[config.mk]
export PLATFORM = sky130hd
export DESIGN_NAME = transfer_sender
export DESIGN_NICKNAME = d
export VERILOG_FILES = /design/src/rtl/transfer_sender.sv
export SDC_FILE = /design/constraint.sdc
export NUM_CORES = 1
export LEC_CHECK = 0
export BUFFER_PORTS_ARGS = -buffer_cell sky130_fd_sc_hd__buf_4
export CAP_MARGIN = 0
export CORE_ASPECT_RATIO = 1.75
export CORE_MARGIN = 2
export CORE_UTILIZATION = 52
export CTS_CLUSTER_DIAMETER = 200
export DETAILED_ROUTE_END_ITERATION = 12
export PLACE_DENSITY = 0.87
export SLEW_MARGIN = 10
export SYNTH_ARGS = -nofsm -noshare
export SYNTH_HDL_FRONTEND = slang
export SYNTH_SLANG_ARGS = --single-unit
[constraint.sdc]
create_clock -name clk -period 3 [get_ports clk]
set_clock_uncertainty 0.15 [all_clocks]
set_input_delay 0 -clock clk [delete_from_list [all_inputs] [get_ports clk]]
set_output_delay 0 -clock clk [all_outputs]
set_load 0.03 [all_outputs]
[src/rtl/transfer_sender.sv]
// ---------------------------------------------------------------------------
// transfer_sender
//
// Serial transmitter for the transfer-center link. One bit leaves on every
// clk, MSB first, in back-to-back 8-bit frames that are aligned to a
// free-running 3-bit bit counter. At each frame boundary (bit_cnt == 7)
// exactly one byte source wins and its byte is loaded into the shift
// register; its MSB appears on dataOut in the following cycle.
//
// Byte sources, highest priority first:
//   1. the data byte still owed by a packet whose code frame is on the wire
//   2. a pending buffer-status code (1..4) derived from fill_level bands
//   3. a single-byte command (5 = flush, 6 = ready?)
//   4. a data packet: code 7 (binary) or 8 (ASCII), then the payload byte;
//      only started while peer_ready is high
//   5. the idle byte 8'h00
//
// Ports
//   clk          system clock, all logic on the rising edge
//   rst          synchronous active-low reset
//   fill_level   local buffer occupancy, compared against the band thresholds
//   cmd_valid    command request; cmd_code carries the command byte
//   cmd_ready    combinational; high at bit_cnt==7 when the command wins
//   cmd_err      one-cycle pulse after an illegal command code was dropped
//   data_valid   data packet request; data_byte / data_ascii are its payload
//   data_ready   combinational; high at bit_cnt==7 when the packet wins
//   peer_ready   far end ready; gates the start of data packets only
//   dataOut      serial bit (MSB of the shift register)
//   frame_start  high while dataOut carries bit 7 of a frame
//   busy         high while a non-idle frame (code or data) is on the wire
// ---------------------------------------------------------------------------
module transfer_sender #(
    parameter int unsigned LEVEL_W = 9,
    parameter int unsigned FULL    = 256,
    parameter int unsigned TH50    = 128,
    parameter int unsigned TH80    = 204,
    parameter int unsigned TH90    = 230
) (
    input  logic               clk,
    input  logic               rst,
    input  logic [LEVEL_W-1:0] fill_level,
    input  logic               cmd_valid,
    input  logic [7:0]         cmd_code,
    output logic               cmd_ready,
    output logic               cmd_err,
    input  logic               data_valid,
    input  logic [7:0]         data_byte,
    input  logic               data_ascii,
    output logic               data_ready,
    input  logic               peer_ready,
    output logic               dataOut,
    output logic               frame_start,
    output logic               busy
);

    typedef enum logic [1:0] {
        IDLE = 2'd0,
        CODE = 2'd1,
        DATA = 2'd2
    } state_t;

    localparam int unsigned N_TH = 4;

    // ------------------------------------------------------------------
    // Registers
    // ------------------------------------------------------------------
    logic [2:0] bit_cnt_reg;
    logic [7:0] shreg_reg;
    state_t     state_reg;
    logic       owe_data_reg;    // code 7/8 on the wire, payload goes next
    logic [7:0] data_hold_reg;   // payload captured at packet acceptance
    logic [2:0] band_reg;
    logic       pend_valid_reg;
    logic [2:0] pend_code_reg;
    logic       cmd_err_reg;

    // ------------------------------------------------------------------
    // Status band: the thresholds are increasing, so the band is simply
    // the number of thresholds the fill level has reached.
    // ------------------------------------------------------------------
    logic [N_TH-1:0] above;
    logic [2:0]      band_now;

    genvar gi;
    generate
        for (gi = 0; gi < N_TH; gi++) begin : g_th
            localparam int unsigned TH = (gi == 0) ? TH50 :
                                         (gi == 1) ? TH80 :
                                         (gi == 2) ? TH90 : FULL;
            assign above[gi] = (fill_level >= LEVEL_W'(TH));
        end
    endgenerate

    always_comb begin
        band_now = 3'd0;
        for (int i = 0; i < N_TH; i++) begin
            band_now = band_now + {2'b00, above[i]};
        end
    end

    logic band_rise;
    assign band_rise = (band_now > band_reg);

    // ------------------------------------------------------------------
    // Boundary arbitration
    // ------------------------------------------------------------------
    logic boundary;
    logic sel_owed;
    logic sel_stat;
    logic sel_cmd;
    logic sel_data;
    logic cmd_legal;

    assign boundary  = (bit_cnt_reg == 3'd7);
    assign sel_owed  = boundary & owe_data_reg;
    assign sel_stat  = boundary & ~owe_data_reg & pend_valid_reg;
    assign sel_cmd   = boundary & ~owe_data_reg & ~pend_valid_reg & cmd_valid;
    assign sel_data  = boundary & ~owe_data_reg & ~pend_valid_reg & ~cmd_valid
                       & data_valid & peer_ready;
    assign cmd_legal = (cmd_code == 8'd5) || (cmd_code == 8'd6);

    assign cmd_ready  = sel_cmd;
    assign data_ready = sel_data;

    logic [7:0] load_byte;
    state_t     load_state;

    always_comb begin
        load_byte  = 8'h00;
        load_state = IDLE;
        if (sel_owed) begin
            load_byte  = data_hold_reg;
            load_state = DATA;
        end else if (sel_stat) begin
            load_byte  = {5'b00000, pend_code_reg};
            load_state = CODE;
        end else if (sel_cmd) begin
            // An illegal command is consumed but replaced by the idle byte.
            if (cmd_legal) begin
                load_byte  = cmd_code;
                load_state = CODE;
            end
        end else if (sel_data) begin
            load_byte  = data_ascii ? 8'd8 : 8'd7;
            load_state = CODE;
        end
    end

    // ------------------------------------------------------------------
    // Sequential state
    // ------------------------------------------------------------------
    always_ff @(posedge clk) begin
        if (!rst) begin
            bit_cnt_reg    <= 3'd0;
            shreg_reg      <= 8'h00;
            state_reg      <= IDLE;
            owe_data_reg   <= 1'b0;
            data_hold_reg  <= 8'h00;
            band_reg       <= 3'd0;
            pend_valid_reg <= 1'b0;
            pend_code_reg  <= 3'd0;
            cmd_err_reg    <= 1'b0;
        end else begin
            bit_cnt_reg <= bit_cnt_reg + 3'd1;

            if (boundary) begin
                shreg_reg    <= load_byte;
                state_reg    <= load_state;
                owe_data_reg <= sel_data;
                if (sel_data) begin
                    data_hold_reg <= data_byte;
                end
            end else begin
                shreg_reg <= {shreg_reg[6:0], 1'b0};
            end

            // Band tracks the fill level every cycle; only a rise queues a
            // code. A rise in the same cycle the old pending code is loaded
            // wins over the clear, so the new code stays pending.
            band_reg <= band_now;
            if (band_rise) begin
                pend_valid_reg <= 1'b1;
                pend_code_reg  <= band_now;
            end else if (sel_stat) begin
                pend_valid_reg <= 1'b0;
            end

            cmd_err_reg <= sel_cmd & ~cmd_legal;
        end
    end

    assign dataOut     = shreg_reg[7];
    assign frame_start = (bit_cnt_reg == 3'd0);
    assign busy        = (state_reg != IDLE);
    assign cmd_err     = cmd_err_reg;

endmodule
==> summary.json <==
{
  "cells_along_the_critical_path": {"value": "ha_1 > ha_1 > or3b_4 > nor4_1 > o21ai_0 > o31ai_1 > dlygate4sd3_1"},
  "placed_cells_incl_taps": {"value": 214},
  "place_congestion": {"value": 0.7850},
  "nets": {"value": 264},
  "syn_inst": {"value": 157},
  "dr.pass1.iters": {"value": 4},
  "rows": {"value": 25},
  "worstPathArrival": {"value": 2.72, "unit": "ns"},
  "detailedRoute.firstIterationViolations": {"value": 34},
  "postRouteWirelength": {"value": 3.972, "unit": "mm"},
  "critical_path.startpoint_type": {"value": "flip-flop"},
  "die_y": {"value": 73.80, "unit": "µm"},
  "post_synth_num_cell_types": {"value": 35},
  "postSynth.asyncResetShare": {"value": 0, "unit": "%"},
  "tightest_slew": {"value": 0.5444, "unit": "ns"},
  "outcome": {"value": "finished clean"},
  "critical_path_buf_inv_count": {"value": 1},
  "slew_headroom": {"value": 63.38, "unit": "%"},
  "timing_worst_setup_path_type": {"value": "reg -> reg"},
  "r2r_end": {"value": "shreg_reg[1]$_SDFF_PN0_"},
  "critPathMaxStageDelay": {"value": 0.57, "unit": "ns"},
  "combinationalPowerShare": {"value": 19.7, "unit": "%"},
  "synth_top_cell_by_area": {"value": "dfxtp_1"},
  "route.detailed.vias_per_inst": {"value": 5.506},
  "flow.area_growth_from_synthesis": {"value": 46.07, "unit": "%"},
  "cts.htree.levels": {"value": 2},
  "pin_count_of_the_biggest_net_entering_global_routing": {"value": 31},
  "yosys_warnings": {"value": 0},
  "setup-tns-final": {"value": 0, "unit": "ns"},
  "cpMaxStageDelayCell": {"value": "dlygate4sd3_1"},
  "clk_latency": {"value": 0.29, "unit": "ns"},
  "gr-total-overflow": {"value": 0},
  "detail_route.drc_violations": {"value": 0},
  "endpoint": {"value": "shreg_reg[1]$_SDFF_PN0_"},
  "net_switching_power_of_the_design": {"value": 0.2522, "unit": "mW"},
  "via_count_of_the_first_global_routing_pass": {"value": 1426},
  "critical_path.reg2reg.startpoint": {"value": "bit_cnt_reg[0]$_SDFF_PN0_"},
  "max-clock-path-buffers": {"value": 2},
  "final_layout_size_suffix_gt1_share": {"value": 22.32, "unit": "%"},
  "internal-power": {"value": 0.6772, "unit": "mW"},
  "floorplan.core_area": {"value": 2690, "unit": "µm²"},
  "timing.reg2reg.setup_slack": {"value": 0.36, "unit": "ns"},
  "die_width": {"value": 43.89, "unit": "µm"},
  "yosys_register_bits": {"value": 30},
  "synth.yosys.seq_area_share": {"value": 41.49, "unit": "%"},
  "grt_first_pass_wirelength": {"value": 6.285, "unit": "mm"},
  "io_buf_count": {"value": 35},
  "timing.critical_path.to_type": {"value": "flip-flop"},
  "tritoncts": {"value": "yes"},
  "pwr-share-seq": {"value": 47.1, "unit": "%"},
  "place.detailed.hpwl": {"value": 2.361, "unit": "mm"},
  "critical-path-top-cell-by-count": {"value": "ha_1"},
  "power_density": {"value": 439.5, "unit": "nW/µm²"},
  "synth_top_area_share": {"value": 41.49, "unit": "%"},
  "clockPowerShare": {"value": 33.2, "unit": "%"},
  "ys.flop_type": {"value": "dfxtp_1"},
  "floorplan.io_pins": {"value": 37},
  "vias": {"value": 1382},
  "ys_top_cells_by_area": {"value": "dfxtp_1 41%, mux2i_1 8.3%, ha_1 6.9%"},
  "sw_frac_of_total": {"value": 27.14, "unit": "%"},
  "syn_area": {"value": 1448, "unit": "µm²"},
  "synthesis.area_per_instance": {"value": 9.221, "unit": "µm²"},
  "report.final.slew_viol_count": {"value": 0},
  "setup_repair_after_global_routing_missed_its_margin": {"value": "no"},
  "maxCapViolCount": {"value": 0},
  "antennaDiodeCount": {"value": 0},
  "hold_violations": {"value": 0},
  "cp_top_family": {"value": "simple AND/OR/NAND/NOR gates"},
  "layout.cells.non_filler": {"value": 251},
  "synthesis.nets": {"value": 197},
  "final_setup_violating_endpoints": {"value": 0},
  "wl_per_cell": {"value": 15.82, "unit": "µm"},
  "fin_crit_sh": {"value": 88.00, "unit": "%"},
  "worstPathRequired": {"value": 3.08, "unit": "ns"},
  "grt_usage": {"value": 27.59, "unit": "%"},
  "total_leakage_power": {"value": 0.9301, "unit": "nW"},
  "tritoncts.num_buffers": {"value": 5},
  "ctsRootBufferMaster": {"value": "clkbuf_8"},
  "critical_path.max_fanout": {"value": 3},
  "cts_repair_resize_count": {"value": 0},
  "number_of_antenna_violations_at_the_first_check_in_global_routing": {"value": 0},
  "antenna_left": {"value": 0},
  "clkTransAtPathRegs": {"value": 0.06, "unit": "ns"},
  "crit_start": {"value": "bit_cnt_reg[0]$_SDFF_PN0_"},
  "period_minus_slack": {"value": 2.640, "unit": "ns"},
  "holdCritPathClass": {"value": "in -> reg"},
  "clock_sinks": {"value": 30},
  "synth_edf_count": {"value": 0},
  "clock.fmax": {"value": 378.8, "unit": "MHz"},
  "cp.depth": {"value": 7},
  "power.ir.vdd_worst": {"value": 442.7, "unit": "µV"},
  "start_util": {"value": 53.81, "unit": "%"},
  "timing.reg2reg.worst_path_depth": {"value": 7},
  "die_footprint": {"value": 3238, "unit": "µm²"}
}
## metrics by stage
step           hold WS [ns]  power (mW)  utilization (%)  setup WS (ns)  cell area, µm²
6_report            0.08969      0.9294            78.60         0.3599            2115
5_1_grt              0.1379      0.9675            78.60         0.1634            2115
4_1_cts             0.07742      0.9286            77.86         0.1038            2095
2_1_floorplan      0.003238      0.5377                -         0.4267            1448
3_3_place_gp         0.1083      0.5939            64.14         0.3050            1725
3_5_place_dp         0.1197      0.6089            64.14         0.2195            1725
## cell usage after synthesis (all sizes together), types with 2 or more instances
| cell type | number |
|---|---|
| o21a | 2 |
| a221oi | 2 |
| ha | 8 |
| clkbuf | 6 |
| nand3 | 6 |
| nand2b | 5 |
| a21oi | 4 |
| a21boi | 5 |
| dfxtp | 30 |
| and2 | 2 |
| nor2 | 6 |
| inv | 15 |
| o21ai | 6 |
| nand3b | 2 |
| nor3 | 3 |
| nor2b | 15 |
| nand2 | 12 |
| mux2i | 12 |
| a31oi | 3 |
## routing by layer
metal	GRT usage, %	up-vias	wire length (µm)
met1	24.54	653	1341
met3	6.880	14	153
met4	18.18	0	147
met2	51.63	50	2329
li1	-	665	-
met5	0	-	0
## power groups by stage
stage	Sequential [mW]	Clock, mW	Combinational (mW)
final	0.438	0.309	0.183
after detailed placement	0.446	0	0.163
after floorplan	0.441	0	0.0970
after global placement	0.444	0	0.150
after CTS	0.437	0.312	0.180
after global routing	0.441	0.326	0.201
## worst min path at each step
stage	startpoint	to	slack [ns]	cells after the start
after detailed placement	data_byte[5]	data_hold_reg[5]$_SDFFE_PN0P_	0.12	3
final	fill_level[8]	band_reg[0]$_SDFF_PN0_	0.09	6
after CTS	fill_level[8]	band_reg[0]$_SDFF_PN0_	0.08	6
after global placement	data_byte[6]	data_hold_reg[6]$_SDFFE_PN0P_	0.11	3
after floorplan	cmd_code[0]	shreg_reg[0]$_SDFF_PN0_	0.003	2
after global routing	fill_level[8]	band_reg[0]$_SDFF_PN0_	0.14	6
## layout make-up
cell class	instances	area, µm²
clock buffers	5	68.82
clock inverters	2	10.01
fillers	162	575.6
inverters	15	56.30
multi-input cells	105	757.0
flip-flops and latches	30	600.6
well taps	27	33.78
repair buffers	67	588.1
## logic make-up after synthesis
group,share of synthesized area [%]
adders and majority gates,8.298
AOI/OAI and AO/OA,12.88
muxes,8.298
DFF,41.49
and+or+nand+nor,22.21
xor gates and xnor gates,0.6051
buffers and inverters,6.223
## worst min-delay path, delay by kind of cell
kind,cells,cell delay [ns]
AND/OR/NAND/NOR,1,0.08
buffers and inverters,3,0.19
AO/OA/AOI/OAI,1,0.08
adder cells (fa/ha/maj),1,0.14
## repair_timing
action | in CTS | in global routing
hold buffers | 29 | 0
endpoints found under the hold margin | 30 | 0
buffers inserted | 0 | 1
setup endpoints to repair | 0 | 2
## placed cells by master, fill, tap and decap left out, types with 2 or more instances in the layout
cell type       n
a31oi_1         3
nor2_1          6
a21boi_0        5
nand2_1        12
a21oi_1         4
clkinv_2        2
and2_1          2
o21a_1          2
nand3b_1        2
o21ai_0         6
dlygate4sd3_1  29
nor2b_1        15
nand3_1         6
buf_4          37
nand2b_1        5
inv_1          15
mux2i_1        12
dfxtp_1        30
clkbuf_8        5
ha_1            8
Note: power is estimated with default switching activity, not from simulation.
